[config.mk]
export PLATFORM = sky130hd
export DESIGN_NAME = dmem_sized
export DESIGN_NICKNAME = d
export VERILOG_FILES = /design/src/rtl/dmem_sized.sv
export SDC_FILE = /design/constraint.sdc
export NUM_CORES = 2
export LEC_CHECK = 0
export ABC_CLOCK_PERIOD_IN_PS = 4200
export BUFFER_PORTS_ARGS = -buffer_cell sky130_fd_sc_hd__buf_4
export CORE_MARGIN = 3
export CORE_UTILIZATION = 56
export CTS_BUF_LIST = sky130_fd_sc_hd__clkbuf_8
export DETAILED_ROUTE_END_ITERATION = 8
export PLACE_DENSITY_LB_ADDON = 0.05
export SKIP_LAST_GASP = 1
export SLEW_MARGIN = 20
export SYNTH_ARGS = -nofsm -noshare
export SYNTH_HDL_FRONTEND = slang
export SYNTH_SLANG_ARGS = --single-unit
[constraint.sdc]
create_clock -name clk_i -period 4.2 [get_ports clk_i]
set_clock_uncertainty 0.1 [all_clocks]
set_input_delay 0.21 -clock clk_i [delete_from_list [all_inputs] [get_ports clk_i]]
set_output_delay 0.21 -clock clk_i [all_outputs]
set_load 0.01 [all_outputs]
[src/rtl/dmem_sized.sv]
// Byte-addressed little-endian data memory with sized loads/stores, sign/zero extension,
// misalignment detection and a configurable read latency exposed through ready_o.
module dmem_sized #(
    parameter int unsigned ADDR_W     = 8,
    parameter int unsigned RD_LATENCY = 1
) (
    input  logic              clk_i,
    input  logic              rst_i,
    input  logic [ADDR_W-1:0] addr_i,
    input  logic [31:0]       dato_i,
    input  logic              memwrite_i,
    input  logic              memread_i,
    input  logic [1:0]        size_i,
    input  logic              unsigned_i,
    output logic [31:0]       dato_o,
    output logic              ready_o,
    output logic              misalign_o
);

    localparam int unsigned Words   = 2 ** (ADDR_W - 2);
    localparam int unsigned CntInit = (RD_LATENCY >= 2) ? RD_LATENCY - 2 : 0;

    logic [31:0]       mem [Words];
    logic [ADDR_W-3:0] word_idx;
    logic [1:0]        byte_off;
    logic              misalign;
    logic              store_ok;
    logic              load_ok;
    logic              idle;
    logic [3:0]        byte_en;
    logic [31:0]       wdata;
    logic [31:0]       rword;
    logic [7:0]        byte_val;
    logic [15:0]       half_val;
    logic [31:0]       ext;

    assign word_idx = addr_i[ADDR_W-1:2];
    assign byte_off = addr_i[1:0];

    always_comb begin
        misalign = 1'b0;
        case (size_i)
            2'b00:   misalign = 1'b0;
            2'b01:   misalign = addr_i[0];
            2'b10:   misalign = |addr_i[1:0];
            default: misalign = 1'b1;
        endcase
    end

    assign misalign_o = misalign;
    assign store_ok   = memwrite_i & ~misalign;
    // A simultaneous store wins; the read side is dropped entirely.
    assign load_ok    = memread_i & ~memwrite_i & ~misalign;

    always_comb begin
        byte_en = 4'b0000;
        wdata   = dato_i;
        case (size_i)
            2'b00: begin
                byte_en           = 4'b0000;
                byte_en[byte_off] = 1'b1;
                wdata             = {4{dato_i[7:0]}};
            end
            2'b01: begin
                byte_en = addr_i[1] ? 4'b1100 : 4'b0011;
                wdata   = {2{dato_i[15:0]}};
            end
            2'b10: begin
                byte_en = 4'b1111;
                wdata   = dato_i;
            end
            default: begin
                byte_en = 4'b0000;
                wdata   = dato_i;
            end
        endcase
    end

    // Storage is deliberately left without reset.
    always_ff @(posedge clk_i) begin
        if (store_ok && idle) begin
            for (int k = 0; k < 4; k++) begin
                if (byte_en[k]) begin
                    mem[word_idx][8*k +: 8] <= wdata[8*k +: 8];
                end
            end
        end
    end

    assign rword    = mem[word_idx];
    assign byte_val = rword[8*byte_off +: 8];
    assign half_val = addr_i[1] ? rword[31:16] : rword[15:0];

    always_comb begin
        ext = rword;
        case (size_i)
            2'b00:   ext = unsigned_i ? {24'h0, byte_val} : {{24{byte_val[7]}}, byte_val};
            2'b01:   ext = unsigned_i ? {16'h0, half_val} : {{16{half_val[15]}}, half_val};
            default: ext = rword;
        endcase
    end

    if (RD_LATENCY == 0) begin : g_comb
        assign idle    = 1'b1;
        assign ready_o = 1'b1;
        assign dato_o  = load_ok ? ext : 32'h0;
    end else begin : g_fsm
        typedef enum logic [1:0] {StIdle, StWait, StDone} state_t;

        state_t      state_q, state_d;
        logic [2:0]  cnt_q, cnt_d;
        logic [31:0] rdata_q, rdata_d;

        always_ff @(posedge clk_i) begin
            if (rst_i) begin
                state_q <= StIdle;
                cnt_q   <= 3'd0;
                rdata_q <= 32'h0;
            end else begin
                state_q <= state_d;
                cnt_q   <= cnt_d;
                rdata_q <= rdata_d;
            end
        end

        always_comb begin
            state_d = state_q;
            cnt_d   = cnt_q;
            rdata_d = rdata_q;
            ready_o = 1'b1;
            dato_o  = 32'h0;
            case (state_q)
                StIdle: begin
                    if (load_ok) begin
                        ready_o = 1'b0;
                        rdata_d = ext;
                        state_d = (RD_LATENCY == 1) ? StDone : StWait;
                        cnt_d   = 3'(CntInit);
                    end
                end
                StWait: begin
                    ready_o = 1'b0;
                    if (cnt_q == 3'd0) begin
                        state_d = StDone;
                    end else begin
                        cnt_d = cnt_q - 3'd1;
                    end
                end
                StDone: begin
                    dato_o  = rdata_q;
                    state_d = StIdle;
                end
                default: state_d = StIdle;
            endcase
        end

        assign idle = (state_q == StIdle);
    end

endmodule

# Word level (Yosys, flattened, before mapping)
# Memory sizes are Yosys's and may differ from the RTL's.
# Cells that the tools add are included.
# word_totals
regBits,37
mem_bits_rw,2048
inputBits,47
memories,1
# classes
addsub,1
magnitude_cmp,2
n_eq_ne,7
n_shift,1
mux,31
n_bitwise,5
n_reduce_logical,10
# mem_list
memory,words,width,rd,rd_ports_with_merged_regs,write_ports,line_no,text
mem,64,32,1,0,1,23,logic [31:0] mem [Words];
# op_table
op,n
case mux 32 bit (2 select lines),2
2-to-1 mux 32 bit,3
variable part select 32 x 6 -> 8 bit,1
2-to-1 mux 16 bit,1
2-to-1 mux 1 bit,14
case mux 4 bit (3 select lines),1
2-to-1 mux 3 bit,2
!= test 2 bit (second input constant),3
case mux 3 bit (2 select lines),1
== test 2 x 1 -> 1 bit (second input constant),2
== test 2 bit (second input constant),2
logical NOT 2 bit,2
2-to-1 mux 2 bit,2
2-to-1 mux 4 bit,1
case mux 2 bit (2 select lines),1
AND reduction 2 bit,2
AND 1 bit,3
logical NOT 3 bit,1
less-than comparator 2 x 3 -> 1 bit (second input constant),1
case mux 1 bit (3 select lines),1
AND reduction 3 bit,1
subtractor 3 x 1 -> 3 bit (second input constant),1
demux 1 bit (select 2 bit),1
>= comparator 2 x 1 -> 1 bit (second input constant),1
5 further kinds,7

# Longest topological paths before layout
# depth
ltp_word,8
ltp_mapped,15

# Least setup slack after synthesis
# OpenSTA, ideal clock, no wires.
# synth_path
path_kind,input -> register
from,input port size_i[0]
to,memory mem[0][24] (data pin)
setup_ns,0.702
arrival_ns,3.594
slack_ns,-0.196
stages,4
cell_sequence,clkbuf_1 -> buf_1 -> mux2i_1 -> o21ai_0
# synth_via
elab_chain_len,2
elab_cells_between_ends,3
classes_between,eq/ne (1); mux (1); reduce/logical (1)
# synth_rtl
item,line_no,text
from (decl),13,"input logic [1:0] size_i,"
== test 2 x 1 -> 1 bit / logical NOT 2 bit (equally long branches),58,case (size_i)
case mux 32 bit (2 select lines) (*),58,
net wdata[24],31,logic [31:0] wdata;
to (decl),23,
# Mark *: on every way through the listed nets, which the timed path passes. The rest lies on a longest branch.

# Final worst setup path
# layout_path
from,memory mem[37][31]
to,register g_fsm.rdata_q[10]
# layout_via
elab_chain_len,4
# layout_rtl
item,line_no,text
memory read (64 x 32 bit),--,
variable part select 32 x 6 -> 8 bit,91,assign byte_val = rword[8*byte_off +: 8];
2-to-1 mux 32 bit,97,"2'b00: ext = unsigned_i ? {24'h0, byte_val} : {{24{byte_val[7]}}, byte_val};"
case mux 32 bit (2 select lines),96,case (size_i)
to (signal assigned),122,rdata_q <= rdata_d;
to (decl),112,"logic [31:0] rdata_q, rdata_d;"
# No other way between the ends.
# A chain may end at the register's enable or synchronous reset.

==> flow_summary.rst <==
.. list-table::
   :header-rows: 1

   * - Metric
     - Value
   * - Outcome
     - completed
   * - Residual DRC
     - 0
   * - Worst-path cell chain
     - mux2_4, a221oi_1, o22ai_1, a222oi_1, nor3b_4, o22ai_2, o21bai_2, dlygate4sd3_1, a311oi_1
   * - Area inside the core boundary
     - 141,000 um^2
   * - First drt pass iteration count
     - 8
   * - Fraction of layout instances using a drive strength above 1
     - 0.202
   * - Wire length of the first global-routing pass
     - 365,000 um
   * - Worst-margin pin slew
     - 1.18 ns
   * - Vias per cell
     - 6.84
   * - PostCTS Resize Cnt
     - 0
   * - Min Clock Period, post-route
     - 4.04 ns
   * - Via count of the first global-routing pass
     - 47,400
   * - Clock tree from TritonCTS
     - built
   * - Remaining number of nets flagged by the antenna check after routing
     - 0
   * - Most instantiated flip-flop cell in the synthesis netlist
     - sky130_fd_sc_hd__edfxtp_1
   * - Setup violations, final
     - 0
   * - Worst Setup Path Type
     - flip-flop to flip-flop
   * - Fraction of power consumed by the clock network
     - 0.382
   * - CTS root buf
     - sky130_fd_sc_hd__clkbuf_8
   * - Cells after synthesis
     - 4,588
   * - Syn_nets
     - 4,635
   * - Setup tns final
     - 0 ns
   * - Worst hold slack
     - 0.0737 ns
   * - Initial standard-cell utilization of the core
     - 0.568
   * - Total number of H-tree levels
     - 5
   * - Synth-to-Final Area Change
     - 14.7%
   * - Clock buffers created by TritonCTS
     - 343
   * - Final std cells w/o fill
     - 7,303
   * - Number of maximum-capacitance constraint violations
     - 0
   * - Switch Pwr
     - 9740 uW
   * - Final Hold Fails
     - 0
   * - Footprint of the multi-input gates
     - 16,100 um^2
   * - Power density relative to cell area
     - 453 nW/um^2
   * - Detailed-route wire length
     - 261,000 um
   * - Boundary pin count
     - 81
   * - Crit path capture type
     - flip-flop
   * - Per-cell routed wire length
     - 35.8 um
   * - Sequential-to-total area share from yosys stat
     - 0.778
   * - Total number of vias
     - 49,900
   * - Post-synthesis average cell area
     - 17.4 um^2
   * - R2r startpoint
     - mem[37][31]
   * - Area used by sequential logic in the layout
     - 62,200 um^2
   * - Number of register bits inferred by synthesis
     - 2,081
   * - Worst-case headroom to the max-slew limit
     - 0.210
   * - Highest-delay cell along the critical path
     - sky130_fd_sc_hd__dlygate4sd3_1
   * - Number of library cell types mapped by synthesis
     - 93
   * - Initial DRC Count
     - 8,140
   * - Die ar.
     - 147,000 um^2
   * - Antenna violations before repair
     - 10
   * - CTS max path bufs
     - 4
   * - Crit path launch
     - mem[37][31]
   * - RSZ-0062 raised after global routing
     - no
   * - Data arrival, critical path
     - 4.80 ns
   * - Share of the cycle needed by the critical path after routing
     - 0.961
   * - EDFF count, synth
     - 2,048
   * - Post-detailed-placement half-perimeter wirelength
     - 164,000 um
   * - Width of the die
     - 384 um
   * - Internal cell power
     - 31,700 uW
   * - Leak Pwr
     - 0.0294 uW
   * - Synth async-reset ratio
     - 0
   * - Die Span Y
     - 384 um
   * - Mapped cell area
     - 79,900 um^2
   * - Row count
     - 137
   * - Highest ir drop seen on vdd
     - 0.307 mV
   * - Number of warning messages in the yosys log
     - 0
   * - Routability-driven placement congestion ratio
     - 0.901
   * - Pins over their slew limit
     - 0
   * - Switch share
     - 0.235
   * - Clock transition at path regs
     - 0.06 ns
   * - Setup bufs post-CTS
     - 0
   * - Tot GR Track Use
     - 0.354
   * - Pin count of the biggest net entering global routing
     - 71
   * - Hold wc startpoint
     - dato_i[10]
   * - Sequential Power Share
     - 0.555
   * - Cell count after placement
     - 6,667
   * - Final cell utilization of the core
     - 0.651
   * - Total Nets Final
     - 5,231
   * - Number of input and output port buffers inserted
     - 80
   * - Data required time at the worst endpoint
     - 4.97 ns
   * - Logic pwr share
     - 0.063
   * - Filler cell count in the final layout
     - 9,923
   * - Worst path max stage delay
     - 0.75 ns
   * - Setup crit start kind
     - flip-flop
   * - Maximum net fanout on the critical path
     - 8
   * - Clock Sink Count
     - 2,081
   * - Tightest Hold Check Type
     - input port to flip-flop
   * - Maximum clock frequency
     - 248 MHz
   * - Worst-skew pair later-pin latency
     - 1.04 ns
   * - Overflow after GRT
     - 0
==> flip-flops by register name (all words and copies together) (netlist names) <==
name,flops
mem,2048
g_fsm.rdata_q,32
g_fsm.state_q,1
==> synth_stat cells, types with 33 or more instances <==
master	count	area share
sky130_fd_sc_hd__buf_2	158	0.0099
sky130_fd_sc_hd__nor3_1	37	0.0023
sky130_fd_sc_hd__a41oi_1	61	0.0067
sky130_fd_sc_hd__a22oi_1	594	0.056
sky130_fd_sc_hd__nand4_1	55	0.0043
sky130_fd_sc_hd__o21ai_0	34	0.0021
sky130_fd_sc_hd__dfxtp_1	33	0.0083
sky130_fd_sc_hd__mux2_2	44	0.0062
sky130_fd_sc_hd__nand2_1	115	0.0054
sky130_fd_sc_hd__mux4_2	42	0.012
sky130_fd_sc_hd__nor2_1	339	0.016
sky130_fd_sc_hd__a22o_1	96	0.011
sky130_fd_sc_hd__edfxtp_1	2048	0.77
sky130_fd_sc_hd__a221oi_1	80	0.0088
sky130_fd_sc_hd__clkbuf_1	102	0.0048
sky130_fd_sc_hd__mux2i_1	115	0.014
sky130_fd_sc_hd__a21oi_1	46	0.0029
sky130_fd_sc_hd__buf_4	33	0.0031
sky130_fd_sc_hd__a31oi_1	59	0.0046
sky130_fd_sc_hd__and2_1	38	0.0030
==> layer usage <==
layer	GRT usage	up-vias	wire (um)
met5	0.00397	-	227
met4	0.157	16	12600
met3	0.106	616	34100
met2	0.508	3665	114000
met1	0.506	25400	101000
li1	-	20300	-
==> timing repair <==
action,in CTS,in global routing
endpoints found under the hold margin,1207,48
hold buffers,47,1
setup endpoints to repair,0,0
==> cell usage in the layout, fill, tap and decap left out, drive strengths merged, types with 61 or more instances in the layout <==
| cell | n |
|---|---|
| inv | 116 |
| a22o | 96 |
| clkbuf | 352 |
| edfxtp | 2048 |
| clkinv | 106 |
| mux2i | 115 |
| a221oi | 81 |
| nand2 | 115 |
| buf | 545 |
| a41oi | 61 |
| nor2 | 340 |
| a22oi | 594 |
==> stage by stage <==
step / setup WS, ns / power, uW / cell area, um^2
6_report: 0.162 / 41500 / 91600
5_1_grt: 0.0996 / 42600 / 91500
4_1_cts: 0.309 / 41600 / 91500
3_5_place_dp: 0.170 / 25900 / 85200
3_3_place_gp: 0.202 / 25900 / 85100
2_1_floorplan: 0.896 / 24700 / 79900
==> power groups by stage <==
stage / sequential (uW) / combinational [uW] / clock (uW)
floorplan: 23500 / 1220 / 0
global placement: 23500 / 2450 / 0
detailed placement: 23500 / 2480 / 0
CTS: 23000 / 2530 / 16000
global route: 23000 / 2680 / 17000
finish: 23000 / 2600 / 15800
==> critical path, delay by kind of cell (launching register included) <==
kind	cells	cell delay, ns
compound gates	6	1.61
buf+inv	1	0.75
simple gates	1	0.72
flops	1	0.41
mux	1	0.27
==> final timing paths <==
kind / to / slack, ns / cells past startpoint
max reg2reg: g_fsm.rdata_q[10] / 0.16 / 9
max: g_fsm.rdata_q[10] / 0.16 / 9
min reg2reg: g_fsm.rdata_q[17] / 0.43 / 2
min: mem[2][26] / 0.07 / 4
==> kinds of logic (layout without fill, tap and decap cells) <==
logic type      count (synthesis)  in the layout  share of synthesized area
compound gates               1156           1156                      0.112
xor+xnor                        1              1                   0.000110
buf+inv                       350           1178                     0.0231
flops                        2081           2081                      0.778
mux                           206            206                     0.0333
other cells                     0             11                          0
simple gates                  794            794                     0.0533
==> layout make-up <==
cell class / instances / area share
Antenna cell: 11 / 0.000301
Clock buffer: 351 / 0.0528
Clock inverter: 226 / 0.0115
Inverter: 7 / 0.000287
Multi-Input combinational cell: 2157 / 0.176
Sequential cell: 2081 / 0.679
Tap cell: 1876 / 0.0256
Timing Repair Buffer: 594 / 0.0551
Power figures use the tool's default switching activity.
